$ cat config.mk
export PLATFORM = sky130hd
export DESIGN_NAME = ps2_host_rx_flat
export DESIGN_NICKNAME = d
export VERILOG_FILES = /design/src/rtl/ps2_host_rx_if.sv /design/src/rtl/ps2_host_rx.sv /design/src/flat_wrapper.sv
export SDC_FILE = /design/constraint.sdc
export NUM_CORES = 1
export LEC_CHECK = 0
export ABC_CLOCK_PERIOD_IN_PS = 4800
export CAP_MARGIN = 20
export CORE_MARGIN = 2
export CORE_UTILIZATION = 60
export DETAILED_ROUTE_END_ITERATION = 10
export PLACE_DENSITY = 0.84
export SYNTH_ARGS = -nofsm -noshare
export SYNTH_HDL_FRONTEND = slang
export SYNTH_SLANG_ARGS = --single-unit
$ cat constraint.sdc
create_clock -name clk_sys -period 4.8 [get_ports clk_sys]
set_clock_uncertainty 0.1 [all_clocks]
set_input_delay 1.2 -clock clk_sys [delete_from_list [all_inputs] [get_ports clk_sys]]
set_output_delay 1.2 -clock clk_sys [all_outputs]
set_load 0.01 [all_outputs]
$ cat src/rtl/ps2_host_rx_if.sv
// Signal bundle between a PS/2 device line pair and the host receiver/decoder.
// The receiver is the master of the decoded byte/key stream; the consumer is the slave.
interface ps2_host_rx_if;
    logic        ps2_clk;
    logic        ps2_data;
    logic [7:0]  rx_byte;
    logic        rx_valid;
    logic        parity_err;
    logic        frame_err;
    logic [10:0] ps2_key;
    logic        key_strobe;

    modport master (
        input  ps2_clk,
        input  ps2_data,
        output rx_byte,
        output rx_valid,
        output parity_err,
        output frame_err,
        output ps2_key,
        output key_strobe
    );

    modport slave (
        output ps2_clk,
        output ps2_data,
        input  rx_byte,
        input  rx_valid,
        input  parity_err,
        input  frame_err,
        input  ps2_key,
        input  key_strobe
    );
endinterface

$ cat src/rtl/ps2_host_rx.sv
// Host-side PS/2 receiver: synchronise and filter the line clock, deserialise
// 11-bit frames, then fold E0/F0/E1 scancode sequences into single ps2_key events.
module ps2_host_rx #(
    parameter int FILTER  = 4,
    parameter int TIMEOUT = 4096
) (
    input  logic           clk_sys,
    input  logic           reset,
    ps2_host_rx_if.master  bus
);

    localparam int FW = $clog2(FILTER + 1);
    localparam int TW = $clog2(TIMEOUT);
    localparam logic [FW-1:0] FILT_LAST = FW'(FILTER - 1);
    localparam logic [TW-1:0] TO_LAST   = TW'(TIMEOUT - 1);

    typedef enum logic [1:0] {
        S_IDLE,
        S_DATA,
        S_PARITY,
        S_STOP
    } state_t;

    logic          clk_s1, clk_s2, dat_s1, dat_s2;
    logic          clk_f, clk_f_d;
    logic [FW-1:0] filt_cnt;
    logic          fall;

    state_t        state, state_n;
    logic [2:0]    bit_cnt, bit_cnt_n;
    logic [7:0]    shreg, shreg_n;
    logic          par_bit, par_n;
    logic [TW-1:0] to_cnt, to_cnt_n;
    logic          byte_ok, perr_set, ferr_set;

    logic [7:0]    rx_byte_q;
    logic          rx_valid_q, parity_err_q, frame_err_q;

    logic          ext, ext_n, brk, brk_n;
    logic [2:0]    skip, skip_n;
    logic          emit, noise;
    logic [9:0]    ev;
    logic [10:0]   key_q;
    logic          strobe_q;

    assign bus.rx_byte    = rx_byte_q;
    assign bus.rx_valid   = rx_valid_q;
    assign bus.parity_err = parity_err_q;
    assign bus.frame_err  = frame_err_q;
    assign bus.ps2_key    = key_q;
    assign bus.key_strobe = strobe_q;

    assign fall = clk_f_d & ~clk_f;

    // Filtered clock follows the synchronised clock only after FILTER consecutive disagreeing cycles.
    always_ff @(posedge clk_sys) begin
        if (reset) begin
            clk_s1   <= 1'b1;
            clk_s2   <= 1'b1;
            dat_s1   <= 1'b1;
            dat_s2   <= 1'b1;
            clk_f    <= 1'b1;
            clk_f_d  <= 1'b1;
            filt_cnt <= '0;
        end else begin
            clk_s1  <= bus.ps2_clk;
            clk_s2  <= clk_s1;
            dat_s1  <= bus.ps2_data;
            dat_s2  <= dat_s1;
            clk_f_d <= clk_f;
            if (clk_s2 != clk_f) begin
                if (filt_cnt == FILT_LAST) begin
                    clk_f    <= clk_s2;
                    filt_cnt <= '0;
                end else begin
                    filt_cnt <= filt_cnt + 1'b1;
                end
            end else begin
                filt_cnt <= '0;
            end
        end
    end

    always_comb begin
        state_n   = state;
        bit_cnt_n = bit_cnt;
        shreg_n   = shreg;
        par_n     = par_bit;
        byte_ok   = 1'b0;
        perr_set  = 1'b0;
        ferr_set  = 1'b0;

        if (fall || state == S_IDLE)
            to_cnt_n = '0;
        else if (to_cnt != '1)
            to_cnt_n = to_cnt + 1'b1;
        else
            to_cnt_n = to_cnt;

        // A fall in the same cycle as the timeout takes priority.
        if (fall) begin
            unique case (state)
                S_IDLE: begin
                    if (!dat_s2) begin
                        state_n   = S_DATA;
                        bit_cnt_n = '0;
                    end
                end
                S_DATA: begin
                    shreg_n   = {dat_s2, shreg[7:1]};
                    bit_cnt_n = bit_cnt + 3'd1;
                    if (bit_cnt == 3'd7)
                        state_n = S_PARITY;
                end
                S_PARITY: begin
                    par_n   = dat_s2;
                    state_n = S_STOP;
                end
                S_STOP: begin
                    if (!dat_s2)
                        ferr_set = 1'b1;
                    else if (^{shreg, par_bit})
                        byte_ok = 1'b1;
                    else
                        perr_set = 1'b1;
                    state_n = S_IDLE;
                end
                default: state_n = S_IDLE;
            endcase
        end else if (state != S_IDLE && to_cnt == TO_LAST) begin
            state_n  = S_IDLE;
            ferr_set = 1'b1;
        end
    end

    always_ff @(posedge clk_sys) begin
        if (reset) begin
            state        <= S_IDLE;
            bit_cnt      <= '0;
            shreg        <= '0;
            par_bit      <= 1'b0;
            to_cnt       <= '0;
            rx_byte_q    <= '0;
            rx_valid_q   <= 1'b0;
            parity_err_q <= 1'b0;
            frame_err_q  <= 1'b0;
        end else begin
            state        <= state_n;
            bit_cnt      <= bit_cnt_n;
            shreg        <= shreg_n;
            par_bit      <= par_n;
            to_cnt       <= to_cnt_n;
            rx_valid_q   <= byte_ok;
            parity_err_q <= perr_set;
            frame_err_q  <= ferr_set;
            if (byte_ok)
                rx_byte_q <= shreg;
        end
    end

    always_comb begin
        unique case (rx_byte_q)
            8'h00, 8'hAA, 8'hEE, 8'hFA, 8'hFE, 8'hFF: noise = 1'b1;
            default:                                  noise = 1'b0;
        endcase
    end

    // Pause (E1 ...) is a fixed 8-byte sequence: skip the next 7 bytes and emit on the last.
    always_comb begin
        ext_n  = ext;
        brk_n  = brk;
        skip_n = skip;
        emit   = 1'b0;
        ev     = '0;
        if (rx_valid_q) begin
            if (skip != 3'd0) begin
                skip_n = skip - 3'd1;
                if (skip == 3'd1) begin
                    emit = 1'b1;
                    ev   = {1'b1, 1'b1, 8'h77};
                end
            end else if (rx_byte_q == 8'hE1) begin
                skip_n = 3'd7;
            end else if (rx_byte_q == 8'hE0) begin
                ext_n = 1'b1;
            end else if (rx_byte_q == 8'hF0) begin
                brk_n = 1'b1;
            end else if (!(noise && !ext && !brk)) begin
                ext_n = 1'b0;
                brk_n = 1'b0;
                if (!(ext && rx_byte_q == 8'h12)) begin
                    emit = 1'b1;
                    ev   = {~brk, ext, rx_byte_q};
                end
            end
        end
    end

    always_ff @(posedge clk_sys) begin
        if (reset) begin
            ext      <= 1'b0;
            brk      <= 1'b0;
            skip     <= '0;
            key_q    <= '0;
            strobe_q <= 1'b0;
        end else begin
            ext      <= ext_n;
            brk      <= brk_n;
            skip     <= skip_n;
            strobe_q <= emit;
            if (emit)
                key_q <= {~key_q[10], ev};
        end
    end

endmodule
$ cat src/flat_wrapper.sv
// flat-port wrapper written by rule: the top's interface ports become plain ports
module ps2_host_rx_flat 
#(
    parameter int FILTER  = 4,
    parameter int TIMEOUT = 4096
)
  (clk_sys, reset, bus_ps2_clk, bus_ps2_data, bus_rx_byte, bus_rx_valid, bus_parity_err, bus_frame_err, bus_ps2_key, bus_key_strobe);
  ps2_host_rx_if bus_i ();
  input  logic clk_sys;
  input  logic reset;
  input wire logic [$bits(bus_i.ps2_clk)-1:0] bus_ps2_clk;
  input wire logic [$bits(bus_i.ps2_data)-1:0] bus_ps2_data;
  output wire logic [$bits(bus_i.rx_byte)-1:0] bus_rx_byte;
  output wire logic [$bits(bus_i.rx_valid)-1:0] bus_rx_valid;
  output wire logic [$bits(bus_i.parity_err)-1:0] bus_parity_err;
  output wire logic [$bits(bus_i.frame_err)-1:0] bus_frame_err;
  output wire logic [$bits(bus_i.ps2_key)-1:0] bus_ps2_key;
  output wire logic [$bits(bus_i.key_strobe)-1:0] bus_key_strobe;
  assign bus_i.ps2_clk = bus_ps2_clk;
  assign bus_i.ps2_data = bus_ps2_data;
  assign bus_rx_byte = bus_i.rx_byte;
  assign bus_rx_valid = bus_i.rx_valid;
  assign bus_parity_err = bus_i.parity_err;
  assign bus_frame_err = bus_i.frame_err;
  assign bus_ps2_key = bus_i.ps2_key;
  assign bus_key_strobe = bus_i.key_strobe;
  ps2_host_rx #(.FILTER(FILTER), .TIMEOUT(TIMEOUT)) u_core (.clk_sys(clk_sys), .reset(reset), .bus(bus_i));
endmodule
==> results of run 1 <==
[flip-flops by register name (all words and copies together), names as in the netlist, 2 cells and up]
name,flops
u_core.to_cnt,12
u_core.bus.ps2_key,11
u_core.bus.rx_byte,8
u_core.shreg,8
u_core.bit_cnt,3
u_core.filt_cnt,3
u_core.skip,3
u_core.state,2
[report_power, final]
part,switching [W],leakage (nW),internal (W),total (W)
combinational,0.0000123,0.500,0.00000838,0.0000207
clock,0.000203,0.0959,0.000212,0.000415
sequential,0.00000287,0.508,0.000525,0.000528
[metrics by stage]
stage	instance area, um2	hold WS (ns)	utilization
floorplan	2870	0.289	-
global placement	3150	0.298	0.677
detailed placement	3150	0.302	0.677
CTS	3330	0.320	0.714
global route	3330	0.331	0.714
finish	3330	0.315	0.714
[cell type report]
type | count | area, um2
Clock buffer | 12 | 155
Clock inverter | 4 | 20.0
Fill cell | 375 | 1330
Inverter | 21 | 78.8
Multi-Input combinational cell | 227 | 1470
Sequential cell | 63 | 1260
Tap cell | 54 | 67.6
Timing Repair Buffer | 28 | 275
[cell usage after synthesis, types with 3 or more instances]
| cell | count | area (um2) |
|---|---|---|
| xnor2_1 | 11 | 96.3 |
| o21ai_0 | 13 | 65.1 |
| a311oi_1 | 3 | 26.3 |
| inv_1 | 21 | 78.8 |
| or2_2 | 7 | 43.8 |
| clkbuf_1 | 13 | 48.8 |
| mux2i_1 | 6 | 60.1 |
| dfxtp_1 | 63 | 1260 |
| xor2_1 | 5 | 43.8 |
| or4_1 | 3 | 22.5 |
| nor2_1 | 26 | 97.6 |
| nand3b_1 | 4 | 30.0 |
| nor2b_1 | 3 | 18.8 |
| a21oi_1 | 28 | 140 |
| ha_1 | 12 | 150 |
| nand3_1 | 18 | 90.1 |
| nor3_1 | 6 | 30.0 |
| nand2_1 | 25 | 93.8 |
| o221a_2 | 4 | 45.0 |
| or3_2 | 4 | 30.0 |
| nand4_1 | 5 | 31.3 |
| nand2b_1 | 3 | 18.8 |
| a31oi_1 | 3 | 18.8 |
| or3_1 | 5 | 31.3 |
[kinds of logic (layout without fill, tap and decap cells)]
logic type,Yosys count,in the layout,synth area share
DFF,63,63,0.439
buffers and inverters,35,65,0.0484
xor gates and xnor gates,17,17,0.0571
muxes,7,7,0.0248
AOI/OAI and AO/OA,70,70,0.158
and+or+nand+nor,121,121,0.220
adders and majority gates,12,12,0.0523
[layer usage]
metal  track usage  share of wire  wire, um  vias up
met4        0.0864          0.020       112        0
met1         0.267           0.43      2480     1095
met2         0.403           0.50      2880       57
met5             0              0         0        -
li1              -              -         -     1195
met3        0.0815          0.045       255        9
[worst max-delay path by stage]
stage,endpoint,slack (ns),cells past startpoint
2_1_floorplan,u_core.to_cnt[6],2.58,4
3_3_place_gp,u_core.to_cnt[8],1.90,4
3_5_place_dp,u_core.to_cnt[8],1.90,4
4_1_cts,bus_rx_byte[4],1.97,1
5_1_grt,bus_rx_byte[4],1.90,1
6_report,bus_rx_byte[4],1.98,1
==> key figures, run 1 <==
Worst setup path
  – Worst path bufs/invs: 1
  – Critical path type: register to output pin
  – R2R depth: 7
  – RR Endpoint: u_core.bus.ps2_key[8]
  – Crit-path max FO: 12
  – Critical Path RT: 3.50 ns
  – Crit-path cells: clkdlybuf4s50_1
  – Critical path's top delay family: buffers and inverters
  – Slowest-stage cell, CP: clkdlybuf4s50_1
  – Critical path arrival: 1.52 ns
  – Worst r2r src: u_core.skip[0]
  – R2r setup slk: 2.51 ns
  – CP Launch Point: u_core.bus.rx_byte[4]
  – Critical Path Max Stage Delay: 0.61 ns
  – Startpoint type of the worst setup path: register
  – Crit. End Element: output pin

STA
  – Final period util: 0.588
  – Slew @ Worst Pin: 0.532 ns
  – Finish-stage setup viols: 0
  – Unrepaired setup endpoints after global routing: no
  – Fin. max-slew vios: 0
  – Setup_tns: 0 ns
  – Worst setup margin: 1.98 ns
  – Maximum clock frequency: between 0.3 and 0.4 GHz
  – Min cycle time layout: 2.82 ns
  – Max_slew headroom: 0.642
  – Final hold vios: 0

Floorplan
  – Die area: about 5400 um2
  – Core Area: 4660 um2
  – Initial Utilization: 0.616
  – FP Rows: 25
  – Die height: 73.2 um
  – # IOs: 27
  – Die width: 73.2 um

Synth
  – Mapped Cells: 325
  – Net Count, Synth: 341
  – Post-Syn Area: 2870 um2
  – Post-synth cell types: 50
  – Post-synth EDFFs: 0
  – Post-synthesis sequential area ratio: 0.439
  – Syn. warnings: 0
  – Syn Area/Cell: 8.83 um2
  – Synth Register Bits: 63
  – FFs w/ async S/R, synth: 0
  – Predominant post-synthesis flop cell: dfxtp_1

Clocking
  – Root Driver: clkbuf_8
  – Post-CTS setup repair buffer count: 0
  – Clock Path Buffers: 2
  – Depth of the CTS H-tree: 3
  – Reg clk slew, reported paths: 0.07 ns
  – CTS Buf Count: 9
  – PostCTS Resize Cnt: 0
  – Hold-fix buffers, CTS: 0
  – CTS Sinks: 63
  – CTS tree: yes
  – Clk_lat worst skew: 0.34 ns

Finish
  – Final cell count without fillers: a little over 400
  – Most frequent cells in the layout: 63 x dfxtp_1, 28 x a21oi_1, 26 x nor2_1, 26 x clkdlybuf4s50_1, 25 x nand2_1
  – Nets: 366
  – Fraction of layout cells with a size suffix above 1: 0.101
  – Commonest non-fill, non-tap cell in the layout: dfxtp_1
  – Antenna cells: 0
  – Synth-to-layout area growth: 16.0%

Detailed routing
  – Post-route ant nets: 0
  – Final WL: around 5.7 mm
  – Vias/cell: 5.76
  – DR vias: 2356
  – DRC: 0
  – Initial drt markers: 208
  – Routed WL per cell: 14.0 um
  – DRT Pass-1 Iters: 4

Placed design
  – IO Port Bufs: 26
  – Pre-CTS setup slack: 1.90 ns
  – Placed instance count: 393
  – Placer congestion estimate: 0.787
  – HPWL after detailed placement: about 3.8 mm

Global route
  – Largest net degree at the start of global routing: 47
  – Vias in the first global route: 2119
  – Total track usage: 0.235
  – Antenna violations before repair: 0
  – First-pass GRT wire length: between 9 and 10 mm
  – Gr ovfl total: 0

Power
  – Total power: 0.000964 W
  – VDD IR max: between 200 and 250 uV
  – Leakage power: 1.10 nW
  – P per Cell Area: 290 nW/um2

Run
  – Max-cap violation count: 0

Worst hold path
  – HP Start: u_core.clk_s1
  – Hold Crit Class: register to register
  – Hold Path End: u_core.clk_s2
  – Worst Hold Depth: 1

Run status
  – Outcome: finished clean
No activity file was read; power rests on OpenSTA's default activity.
==> run 2: changes to the inputs <==
- ABC_CLOCK_PERIOD_IN_PS: 4800 -> 2500
- CORE_UTILIZATION: 60 -> 51
- PLACE_DENSITY: 0.84 -> 0.76
- clock period: 4.8 -> 2.5 ns (I/O delays scaled with it)
==> key figures, run 2 (synthesis gave the netlist of run 1 again) <==
Clocking
  – Depth of the CTS H-tree: 3
  – PostCTS Resize Cnt: 0
  – Clock Path Buffers: 2
  – Post-CTS setup repair buffer count: 0
  – Reg clk slew, reported paths: 0.08 ns
  – Root Driver: clkbuf_8
  – CTS tree: yes
  – CTS Buf Count: 9
  – Clk_lat worst skew: 0.34 ns
  – Hold-fix buffers, CTS: 0
  – CTS Sinks: 63

Finish
  – Storage cell area: 1260 um2
  – Post-route cell area: 3400 um2
  – Max reg flops: 12
  – Synth-to-layout area growth: 18.6%
  – Nets: between 300 and 400
  – Commonest non-fill, non-tap cell in the layout: dfxtp_1
  – Antenna cells: 0
  – Most frequent cells in the layout: 63 x dfxtp_1, 28 x a21oi_1, 26 x nor2_1, 26 x clkdlybuf4s50_1, 25 x nand2_1
  – Fillers: 480
  – Multi-input gate area: 1470 um2
  – Fraction of layout cells with a size suffix above 1: 0.114
  – Largest Register: u_core.to_cnt

STA
  – Unrepaired setup endpoints after global routing: no
  – Setup_tns: 0 ns
  – Fin. max-slew vios: 0
  – Min cycle time layout: 2.27 ns
  – Maximum clock frequency: 0.441 GHz
  – Slew @ Worst Pin: between 0.5 and 0.6 ns
  – Final period util: 0.906
  – Final hold vios: 0
  – Max_slew headroom: 0.606
  – Finish-stage setup viols: 0

Detailed routing
  – Initial drt markers: 149
  – Final WL: between 5 and 6 mm
  – Vias/cell: 5.46
  – DR vias: between 2k and 2.5k
  – Routed WL per cell: approximately 13 um
  – DRC: 0
  – DRT Pass-1 Iters: 4
  – Post-route ant nets: 0

Worst setup path
  – Worst path bufs/invs: 2
  – Critical Path RT: 1.77 ns
  – Critical path's top delay family: buffers and inverters
  – Crit-path cells: buf_4 -> clkdlybuf4s50_1
  – Critical path type: register to output pin
  – Crit-path max FO: 8
  – Critical Path Max Stage Delay: around 0.54 ns
  – Slowest-stage cell, CP: clkdlybuf4s50_1
  – Critical path arrival: between 1.5 and 2 ns
  – Crit. End Element: output pin
  – Startpoint type of the worst setup path: register

Floorplan
  – # IOs: 27
  – Core Area: between 5000 and 6000 um2
  – Die width: 79.0 um
  – Die height: between 70 and 80 um
  – FP Rows: 27
  – Initial Utilization: 0.524
  – Die area: between 6000 and 7000 um2

Placed design
  – HPWL after detailed placement: 4.06 mm
  – Placer congestion estimate: approximately 0.9
  – IO Port Bufs: 26
  – Post-DP Area: 3210 um2

Power
  – P per Cell Area: 567 nW/um2
  – Leakage power: 1.13 nW
  – VDD IR max: 420 uV
  – Total power: 0.00193 W

Global route
  – GR Util met3: 0.0489
  – Gr ovfl total: 0
  – M2 GR Usage: 0.313
  – Largest net degree at the start of global routing: 35
  – Antenna violations before repair: 0
  – Total track usage: 0.195
  – Met1 Use GR: 0.241
  – Gr busiest metal: met2
  – Vias in the first global route: 2166
  – First-pass GRT wire length: about 9.6 mm

Run status
  – Outcome: finished clean

Worst hold path
  – Hold Crit Class: register to register

Run
  – Max-cap violation count: 0
[run 2: cell types whose count changed in the layout (fill, tap and decap cells not counted), sizes merged]
cell      previous run  this run
buf                  2         6
clkbuf              12        10
clkinvlp             0         2
bufinv               0         1
clkinv               4         3
[run 2: worst reg2reg max path, cell delays in order (launching register included)]
cell and delay [ns]:
dfxtp_1 0.36, nor4_1 0.50, a2bb2oi_1 0.17, o211ai_1 0.39, o21a_1 0.24, mux2_2 0.34
[run 2: final timing paths]
check                        startpoint                endpoint  slack [ns]  cells past startpoint
hold reg to reg           u_core.clk_s1           u_core.clk_s2        0.31                      1
hold / removal            u_core.clk_s1           u_core.clk_s2        0.31                      1
setup reg to reg  u_core.bus.rx_byte[5]  u_core.bus.ps2_key[10]        0.28                      5
setup / recovery  u_core.bus.rx_byte[4]          bus_rx_byte[4]        0.23                      2
[run 2: per-stage QoR]
step | cells | hold slack (ns) | worst slack, ns | utilization
2_1_floorplan | 325 | 0.289 | 0.516 | -
3_3_place_gp | 415 | 0.297 | 0.347 | 0.586
3_5_place_dp | 415 | 0.297 | 0.301 | 0.586
4_1_cts | 431 | 0.319 | 0.223 | 0.622
5_1_grt | 431 | 0.341 | 0.0720 | 0.622
6_report | 431 | 0.314 | 0.234 | 0.622
[run 2: power by group]
group          leakage, nW  total [W]  internal, W  switching, W
Combinational        0.520  0.0000423    0.0000171     0.0000252
Sequential           0.508    0.00101      0.00101    0.00000533
Clock               0.0981   0.000873     0.000482      0.000392
Total                 1.13    0.00193      0.00151      0.000422
[run 2: area by class of cell]
cell class / count / area share
well taps: 72 / 0.0265
multi-input cells: 227 / 0.432
clock inverters: 6 / 0.0176
inverters: 21 / 0.0232
flip-flops and latches: 63 / 0.371
repair buffers: 32 / 0.0897
clock buffers: 10 / 0.0404
[run 2: layer usage]
layer	share of wire	wire (um)
met5	0	0
met1	0.47	2710
met2	0.47	2710
met4	0.022	125
met3	0.033	191
==> run 3: changes to the inputs <==
- SETUP_SLACK_MARGIN: not set -> 0.05
==> results of run 3 <==
Final layout, timing and power as in run 2 (identical DEF).
